$ cat config.mk
export PLATFORM = sky130hd
export DESIGN_NAME = obstacle_sequencer
export DESIGN_NICKNAME = d
export VERILOG_FILES = /design/src/rtl/obstacle_sequencer.sv
export SDC_FILE = /design/constraint.sdc
export NUM_CORES = 1
export LEC_CHECK = 0
export ABC_AREA = 0
export BUFFER_PORTS_ARGS = -buffer_cell sky130_fd_sc_hd__buf_2
export CORE_ASPECT_RATIO = 2
export CORE_MARGIN = 8
export CORE_UTILIZATION = 40
export DETAILED_ROUTE_END_ITERATION = 10
export MAX_ROUTING_LAYER = met4
export PLACE_DENSITY = 0.56
export SYNTH_ARGS = -nofsm -noshare
export SYNTH_HDL_FRONTEND = slang
export SYNTH_SLANG_ARGS = --single-unit
$ cat constraint.sdc
create_clock -name pclk -period 3.7 [get_ports pclk]
set_input_delay 0.555 -clock pclk [delete_from_list [all_inputs] [get_ports pclk]]
set_output_delay 0.555 -clock pclk [all_outputs]
set_load 0.02 [all_outputs]
$ cat src/rtl/obstacle_sequencer.sv
// Game-side obstacle sequencer: picks the next obstacle from an LFSR, issues a
// one-cycle start token with its select code, and tracks rounds, win and loss.
module obstacle_sequencer #(
  parameter int unsigned NUM_OBSTACLES = 4,
  parameter int unsigned ROUNDS        = 8,
  parameter int unsigned GAP_CYCLES    = 65000000,
  parameter int unsigned START_TIMEOUT = 4,
  parameter logic [7:0]  LFSR_SEED     = 8'hA5
) (
  input  logic       pclk,
  input  logic       rst,
  input  logic       game_on,
  input  logic       menu_on,
  input  logic       play_selected,
  input  logic       working_in,
  input  logic       done_in,
  input  logic       collision,
  output logic [3:0] selected,
  output logic       done_out,
  output logic [7:0] round_count,
  output logic       game_over,
  output logic       win,
  output logic       busy
);

  typedef enum logic [2:0] {
    S_IDLE,
    S_ISSUE,
    S_WAIT_START,
    S_RUN,
    S_GAP,
    S_OVER
  } state_t;

  localparam logic [7:0]  NUM8    = 8'(NUM_OBSTACLES);
  localparam logic [3:0]  LAST4   = 4'(NUM_OBSTACLES - 1);
  localparam logic [7:0]  ROUNDS8 = 8'(ROUNDS);
  localparam logic [26:0] TO27    = 27'(START_TIMEOUT);
  localparam logic [26:0] GAP27   = 27'(GAP_CYCLES);

  state_t      state, state_nxt;
  logic [26:0] timer, timer_nxt, timer_inc;
  logic [7:0]  lfsr, lfsr_nxt;
  logic [3:0]  cand, next_code, selected_nxt;
  logic        done_nxt;
  logic [7:0]  rc_nxt, rc_inc;
  logic        game_over_nxt, win_nxt, busy_nxt;
  logic        abort, start_req;

  always_comb begin
    abort     = menu_on | ~play_selected;
    start_req = game_on & play_selected & ~menu_on;
    lfsr_nxt  = {lfsr[6:0], lfsr[7] ^ lfsr[5] ^ lfsr[4] ^ lfsr[3]};
    timer_inc = timer + 27'd1;
    rc_inc    = (round_count == 8'hFF) ? 8'hFF : round_count + 8'd1;

    // Step past the previous code so the same obstacle never runs twice in a row.
    cand = 4'(lfsr % NUM8);
    if (cand == selected && round_count != 8'd0)
      next_code = (cand == LAST4) ? 4'd0 : cand + 4'd1;
    else
      next_code = cand;
  end

  always_comb begin
    state_nxt     = state;
    timer_nxt     = timer;
    selected_nxt  = selected;
    done_nxt      = 1'b0;
    rc_nxt        = round_count;
    game_over_nxt = game_over;
    win_nxt       = win;

    if (state == S_IDLE) begin
      if (start_req) begin
        rc_nxt        = '0;
        game_over_nxt = 1'b0;
        win_nxt       = 1'b0;
        state_nxt     = S_ISSUE;
      end
    end else if (abort) begin
      state_nxt = S_IDLE;
    end else begin
      case (state)
        S_ISSUE: begin
          selected_nxt = next_code;
          done_nxt     = 1'b1;
          timer_nxt    = '0;
          state_nxt    = S_WAIT_START;
        end
        S_WAIT_START: begin
          if (working_in) begin
            state_nxt = S_RUN;
          end else if (timer_inc >= TO27) begin
            state_nxt = S_ISSUE;
          end else begin
            timer_nxt = timer_inc;
          end
        end
        S_RUN: begin
          if (collision) begin
            game_over_nxt = 1'b1;
            win_nxt       = 1'b0;
            state_nxt     = S_OVER;
          end else if (done_in) begin
            rc_nxt = rc_inc;
            if (rc_inc == ROUNDS8) begin
              game_over_nxt = 1'b1;
              win_nxt       = 1'b1;
              state_nxt     = S_OVER;
            end else begin
              timer_nxt = '0;
              state_nxt = S_GAP;
            end
          end
        end
        S_GAP: begin
          if (timer_inc >= GAP27)
            state_nxt = S_ISSUE;
          else
            timer_nxt = timer_inc;
        end
        S_OVER: begin
          game_over_nxt = 1'b1;
        end
        default: begin
          state_nxt = S_IDLE;
        end
      endcase
    end

    busy_nxt = (state_nxt != S_IDLE);
  end

  always_ff @(posedge pclk) begin
    if (rst) begin
      state       <= S_IDLE;
      timer       <= '0;
      lfsr        <= LFSR_SEED;
      selected    <= '0;
      done_out    <= 1'b0;
      round_count <= '0;
      game_over   <= 1'b0;
      win         <= 1'b0;
      busy        <= 1'b0;
    end else begin
      state       <= state_nxt;
      timer       <= timer_nxt;
      lfsr        <= lfsr_nxt;
      selected    <= selected_nxt;
      done_out    <= done_nxt;
      round_count <= rc_nxt;
      game_over   <= game_over_nxt;
      win         <= win_nxt;
      busy        <= busy_nxt;
    end
  end

endmodule

# After elaboration in Yosys (flattened, before gate mapping)
# Cells that the tools add are included.
# word_totals
ff_bits,54
memories,0
latch_bits,0
ramBits,0
romBits,0
output_inout_bits,16
wordCells,98
# op_classes
bitwise,10
shifts,0
mul,0
reduce_logical,16
div_mod_pow,0
n_lt_le_gt_ge,2
n_addsub,3
eq_ne,20
mux,38
# op_table
op,n
2-to-1 mux 27 bit,6
case mux 27 bit (4 select lines),1
2-to-1 mux 8 bit,7
2-to-1 mux 3 bit,10
"adder 27 x 1 -> 27 bit, second input constant",1
">= comparator 27 x 26 -> 1 bit, second input constant",1
">= comparator 27 x 3 -> 1 bit, second input constant",1
case mux 3 bit (5 select lines),1
AND reduction 5 bit,3
"!= test 2 bit, second input constant",7
2-to-1 mux 1 bit,12
nonzero test 3 bit,4
AND reduction 9 bit,1
"adder 8 x 1 -> 8 bit, second input constant",1
"equality test 8 x 4 -> 1 bit, second input constant",1
"equality test 8 bit, second input constant",1
"!= test 4 bit, second input constant",2
nonzero test 8 bit,1
"equality test 3 x 2 -> 1 bit, second input constant",2
"equality test 3 bit, second input constant",2
equality test 2 x 4 -> 1 bit,1
"!= test 2 x 1 -> 1 bit, second input constant",2
inverter 1 bit,4
nonzero test 2 bit,2
12 further kinds,15

# Logic depth before layout (Yosys ltp)
# Gate-level depths: netlist of run 1.
# logic_depth
ltp_word,10
ltp_mapped,14
ltp_nobuf,10

# Least setup slack after synthesis of run 1
# No wires, ideal clock.
# synth_timing
path_kind,flip-flop to flip-flop
start,register timer[10]
end,register timer[11]
setup_ns,0.132
t_arrival_ns,3.076
required_time_ns,3.568
path_stages_with_launch,13
path_buffers,4
setup_slack_ns,0.491
path_cell_list,dfxtp_1 -> clkbuf_8 -> nand4_2 -> or4_1 -> buf_2 -> o31a_1 -> or4_1 -> o2111ai_2 -> nand3_1 -> buf_2 -> buf_2 -> o211ai_1 -> o41ai_1
# synth_between
elab_chain_len,4
word_cells_on_any_way,10
classes_between,1 x add/sub; 2 x order compare; 2 x eq/ne; 4 x mux; 1 x reduce/logical
# synth_lines
element,line,text
"start, declared",42,"logic [26:0] timer, timer_nxt, timer_inc;"
"start signal, assigned",148,timer <= timer_nxt;
adder 27 x 1 -> 27 bit *,54,timer_inc = timer + 27'd1;
">= comparator 27 x 26 -> 1 bit, or another cell as far along",118,if (timer_inc >= GAP27)
!= test 2 bit (no line) or 2-to-1 mux 27 bit (tied branches),-,
AND reduction 9 bit (no line) or case mux 27 bit (4 select lines) (tied branches),-,
# Every way passes the cells marked *; elsewhere a longest branch is shown, timed or not. The select of a mux whose other input is x is not followed.
# A chain may end at the register's enable or synchronous reset.

# Worst setup path in the final report of run 1
# layout_timing
start,register timer[0]
end,register busy
# layout_between
elab_chain_len,8
word_cells_on_any_way,10
classes_between,1 x add/sub; 2 x order compare; 6 x mux; 1 x reduce/logical
# layout_lines
element,line,text
adder 27 x 1 -> 27 bit *,54,
>= comparator 27 x 3 -> 1 bit,94,end else if (timer_inc >= TO27) begin
2-to-1 mux 3 bit,94,
2-to-1 mux 3 bit,92,if (working_in) begin
case mux 3 bit (5 select lines) *,84,case (state)
2-to-1 mux 3 bit *,81,end else if (abort) begin
2-to-1 mux 3 bit *,74,if (state == S_IDLE) begin
nonzero test 3 bit *,132,busy_nxt = (state_nxt != S_IDLE);
"end signal, assigned",155,busy <= busy_nxt;
"end, declared",23,output logic busy
# Every way passes the cells marked *; elsewhere a longest branch is shown, timed or not.

==> results_dict.tcl, run 1 <==
set metrics [dict create \
    drcViolationCount 0 \
    nFillCells 941 \
    startpoint_type "register" \
    grt_max_degree 30 \
    first_iter_violations 240 \
    synth_top_area_share_pct 28.2 \
    grt_pass1_wl_microns 19200 \
    fin_crit_sh_pct 94.8 \
    status "completed" \
    synth.avg_cell_area_sq_um 7.73 \
    fin_worst_skew_ns 0.00734 \
    rr_startpoint "timer[0]" \
    p_per_area_nw_per_um2 287 \
    drive_above_1_share_pct 16.1 \
    cts_root_buffer "clkbuf_16" \
    power.leakage_nw 1.45 \
    worstMarginPinSlew_ns 1.04 \
    ys_seq_elements 52 \
    p_total_mw 1.15 \
    antenna_cells 0 \
    io_buffers 21 \
    r2r_slack_ns 0.19 \
    worstSetupPathType "register to register" \
    reg2reg_depth 10 \
    async_reset_ff_share_pct 0 \
    die_height_microns 152 \
    hp-class "register to register" \
    instances_no_fill 594 \
    finalSetupTns_ns 0 \
    fin_ws_ns 0.191 \
    antenna_left 0 \
    finalWirelength_microns 12000 \
    grt_overflow 0 \
    hold_depth 1 \
    end_kind "register" \
    htree_levels 2 \
    r2r_end "busy" \
    viasPerCell 6.43 \
    cts_hold_buf 0 \
    peakVddDrop_uv 299 \
    wl_per_cell_microns 20.2 \
    cts_tree "done" \
    synth_cell_types 75 \
    final_nets 503 \
    hold_viol 0 \
    gp_congestion 1.03 \
    rsz0062_at_grt "no" \
    start_util_pct 41.0 \
    place_hpwl_microns 9010 \
    hold_end "lfsr[7]" \
    pre_cts_slack_ns 0.106 \
    min_period_ns 3.51 \
    hold_path_startpoint "lfsr[6]" \
    drv_cap 0 \
    place_inst 586 \
    synth_area_leader_cell "dfxtp_1" \
    syn_to_final_growth_pct 8.29 \
    clk_pin_slew_ns 0.08 \
    clk_latency_ns 0.30 \
    cts-buffers-inserted 5 \
    slowest_delay_ns 0.57 \
    worstPathRequired_ns 3.87 \
    setup_violations 0 \
    routed-via-count 3819 \
    die_w_microns 84.0 \
    first_global_vias 3783 \
    max_freq_mhz 285 \
    cp.arrival_ns 3.68 \
    placement_rows 49 \
    pin_count 24 \
    cp_max_fo 13 \
    path_cells "ha_1 > and3_2 > nand4_1 > xor2_1 > or4_1 > a211oi_2 > o21a_1 > a21oi_1 > o21a_1 > or4_1" \
    syn_area_sq_um 3700 \
    cts.sinks 52 \
    antenna_found_initial 0 \
    ys_top_cells_by_area "dfxtp_1 (28%), nor2_1 (4.1%), a21oi_1 (3.8%)" \
    drv_slew 0 \
    synth_edf_count 0 \
    cts_buffer_depth 2 \
    ys_warn_count 0 \
    synth_common_cells "dfxtp_1 (52), nor2_1 (40), nand2_1 (34)" \
    synth_most_common_cell "dfxtp_1" \
    slew_headroom_pct 30.3 \
    track_usage_pct 19.0 \
    synthCells 478 \
    die-area_sq_um 12800 \
    ys_seq_area_share_pct 28.2 \
    drtPass1Iterations 6 \
    synthFlopType "dfxtp_1" \
    post_cts_buffers 0 \
    utilization_pct 44.4 \
    cts_resized 0 \
    cp_slowest_cell "or4_1" \
    core_sq_um 9010 \
]
## stage by stage
step           hold slack [ns]  cell area (sq um)
2_1_floorplan            0.389               3700
3_3_place_gp             0.399               3840
3_5_place_dp             0.401               3840
4_1_cts                  0.421               4000
5_1_grt                  0.428               4000
6_report                 0.412               4000
## power by group
group	leakage [nW]	switching (mW)	total, mW	internal (mW)
clock network	0.0767	0.246	0.507	0.262
logic	0.952	0.0385	0.0630	0.0245
registers	0.422	0.00797	0.577	0.569
total	1.45	0.292	1.15	0.855
## area by class of cell
class                   instances  area [sq um]  share of cell area (%)
multi-input cells             369          2310                    57.8
clock buffers                   5           125                    3.13
repair buffers                 49           315                    7.87
well taps                     102           128                    3.19
clock inverters                 3          28.8                   0.719
inverters                      14          52.6                    1.31
flip-flops and latches         52          1040                    26.0
## cells by family after synthesis
family | after synthesis | share of synthesized area [%]
and+or+nand+nor | 207 | 30.8
adders and majority gates | 4 | 1.35
xor gates and xnor gates | 10 | 2.37
DFF | 52 | 28.2
buffers and inverters | 58 | 9.54
AOI/OAI and AO/OA | 142 | 26.5
other | 1 | 0.101
muxes | 4 | 1.12
## worst max-delay path: cells and delay by family (launching register included)
kind,cells,cell delay [ns]
fa+ha+maj,1,0.32
xor+xnor,1,0.18
simple gates,4,1.62
compound gates,4,0.83
flops,1,0.43
## flip-flops by register name, summed over array words and instances (netlist names)
register	count
selected	2
round_count	8
game_over	1
done_out	1
timer	27
win	1
lfsr	8
busy	1
state	3
## placed cells by master (no fill, tap or decap), types with 8 or more instances in the layout
| master | netlist | routed |
|---|---|---|
| nor2_1 | 40 | 40 |
| and2_1 | 8 | 8 |
| buf_4 | 3 | 28 |
| inv_1 | 14 | 14 |
| nor3_1 | 21 | 21 |
| o21ai_0 | 19 | 19 |
| nor4_1 | 11 | 11 |
| dfxtp_1 | 52 | 52 |
| nand4_1 | 8 | 8 |
| nand3_1 | 24 | 23 |
| buf_2 | 7 | 21 |
| nand2_1 | 34 | 34 |
| a21oi_1 | 28 | 28 |
| a31oi_1 | 15 | 15 |
| o31ai_1 | 10 | 10 |
| o211ai_1 | 15 | 15 |
## how the worst max path moves through the flow
stage,from,end,slack [ns]
3_3_place_gp,timer[0],busy,0.21
4_1_cts,timer[0],busy,0.09
5_1_grt,timer[2],busy,0.02
2_1_floorplan,timer[10],timer[11],0.49
6_report,timer[0],busy,0.19
3_5_place_dp,timer[0],busy,0.11
## routing by layer
layer | up-vias | routed length, microns | global-route usage [%]
met1 | 1813 | 4270 | 17.6
met5 | - | 0 | -
met3 | 40 | 522 | 2.73
met4 | 0 | 722 | 13.4
li1 | 1817 | - | -
met2 | 149 | 6460 | 34.2
Note: power is estimated with default switching activity, not from simulation.
==> inputs of run 2 (changes only) <==
CORE_UTILIZATION = 32   (was 40)
CTS_BUF_LIST = sky130_fd_sc_hd__clkbuf_4 sky130_fd_sc_hd__clkbuf_8   (was not set)
PLACE_DENSITY = 0.47   (was 0.56)
==> run 2 against run 1 <==
Utilization down 8.3 points; clock skew down 0.00088 ns; global-route usage down 2.6 points; register-to-register slack better by 0.05 ns; largest cell class unchanged; largest power group unchanged.
==> results_dict.tcl, run 2 (synthesized netlist as in run 1, its figures left out) <==
set metrics [dict create \
    top_register "timer" \
    power.leakage_nw 1.47 \
    final_cell_mix "dfxtp_1 (52), nor2_1 (40), nand2_1 (34), buf_4 (31), a21oi_1 (28)" \
    hold_depth 1 \
    io_buffers 21 \
    placement_rows 55 \
    status "completed" \
    worstSetupPathType "register to register" \
    hp-class "register to register" \
    wl_per_cell_microns 19.5 \
    cts_hold_buf 0 \
    finalSetupTns_ns 0 \
    fin_crit_sh_pct 93.5 \
    grt_overflow 0 \
    grt_pass1_wl_microns 19700 \
    start_util_pct 32.8 \
    layout_commonest_cell "dfxtp_1" \
    worstPathRequired_ns 3.90 \
    max_freq_mhz 289 \
    cp.arrival_ns 3.66 \
    largest_register_ff_count 27 \
    core_sq_um 11300 \
    hold_path_startpoint "lfsr[6]" \
    end_kind "register" \
    track_usage_pct 16.3 \
    multiInputGateArea_sq_um 2320 \
    rr_startpoint "timer[2]" \
    p_per_area_nw_per_um2 266 \
    clk_latency_ns 0.32 \
    slew_headroom_pct 29.8 \
    clk_pin_slew_ns 0.10 \
    fin_worst_skew_ns 0.00646 \
    gp_congestion 0.935 \
    cts_tree "done" \
    first_iter_violations 215 \
    cts_buffer_depth 2 \
    setup_violations 0 \
    antenna_found_initial 0 \
    slowest_delay_ns 0.61 \
    viasPerCell 5.91 \
    cts.sinks 52 \
    drcViolationCount 0 \
    path_buf_inv 1 \
    worstMarginPinSlew_ns 1.05 \
    cp_max_fo 11 \
    worstSetupStartpoint "timer[2]" \
    reg2reg_depth 10 \
    first_global_vias 3611 \
    final_area_sq_um 4080 \
    nFillCells 1201 \
    seqCellArea_sq_um 1040 \
    place_inst 628 \
    peakVddDrop_uv 250 \
    die_w_microns 92.0 \
    final_nets 507 \
    utilization_pct 36.1 \
    holdWs_ns 0.419 \
    grt_max_degree 29 \
    syn_to_final_growth_pct 10.3 \
    htree_levels 2 \
    drv_cap 0 \
    finalWirelength_microns 12400 \
    antenna_cells 0 \
    die-area_sq_um 15500 \
    cp_slowest_cell "or4_1" \
    pin_count 24 \
    instances_no_fill 638 \
    drv_slew 0 \
    drive_above_1_share_pct 17.1 \
    cpLargestDelayFamily "simple AND/OR/NAND/NOR gates" \
    drtPass1Iterations 5 \
    place_hpwl_microns 9630 \
    cts_root_buffer "clkbuf_8" \
    startpoint_type "register" \
    die_height_microns 168 \
    top_regs "timer (27), lfsr (8), round_count (8)" \
    routed-via-count 3769 \
    antenna_left 0 \
    rsz0062_at_grt "no" \
    hold_viol 0 \
    min_period_ns 3.46 \
    path_cells "nand4_1 > buf_4 > o31ai_1 > o311ai_0 > or4_1 > a211oi_2 > o21a_1 > a21oi_1 > o21a_1 > or4_1" \
    cp.depth 10 \
    dpl_cell_area_sq_um 3920 \
    cts-buffers-inserted 5 \
]
-- run 2: changes by cell type in the layout (fill, tap and decap cells not counted), moves of 2 or more --
cell | before | now
inv_6 | 2 | 0
clkbuf_8 | 0 | 7
buf_4 | 28 | 31
nor4_1 | 11 | 9
clkbuf_16 | 5 | 0
nor4_2 | 0 | 2
-- run 2: path summary, 6_finish.rpt --
path / slack, ns / to
max: 0.24 / busy
min: 0.42 / lfsr[7]
max reg2reg: 0.24 / busy
min reg2reg: 0.42 / lfsr[7]
-- run 2: stage by stage --
stage / power (mW) / setup WS, ns
after floorplan: 0.637 / 0.491
after global placement: 0.656 / 0.236
after detailed placement: 0.655 / 0.202
after CTS: 1.10 / 0.178
after global routing: 1.13 / 0.0611
final: 1.08 / 0.242
-- run 2: per-layer routing --
layer  global-route usage, %  share of wire [%]
met5                       -                  0
met2                    31.8                 57
met1                    15.3                 36
met3                    1.51                2.6
met4                    7.98                4.4
-- run 2: power by group --
part           switching (mW)  internal, mW  leakage (nW)
sequential            0.00814         0.569         0.422
clock                   0.204         0.239        0.0645
combinational          0.0396        0.0254         0.980
-- run 2: final cells by class --
class | instances | area share, %
well taps | 142 | 4.36
multi-input cells | 369 | 57.0
clock inverters | 1 | 0.736
flip-flops and latches | 52 | 25.5
clock buffers | 7 | 2.36
inverters | 14 | 1.29
repair buffers | 53 | 8.78
-- run 2: what timing repair did --
| item | CTS | global route |
|---|---|---|
| endpoints found under the setup margin | 0 | 16 |
| buffers inserted | 0 | 2 |
| resized for setup | 0 | 5 |
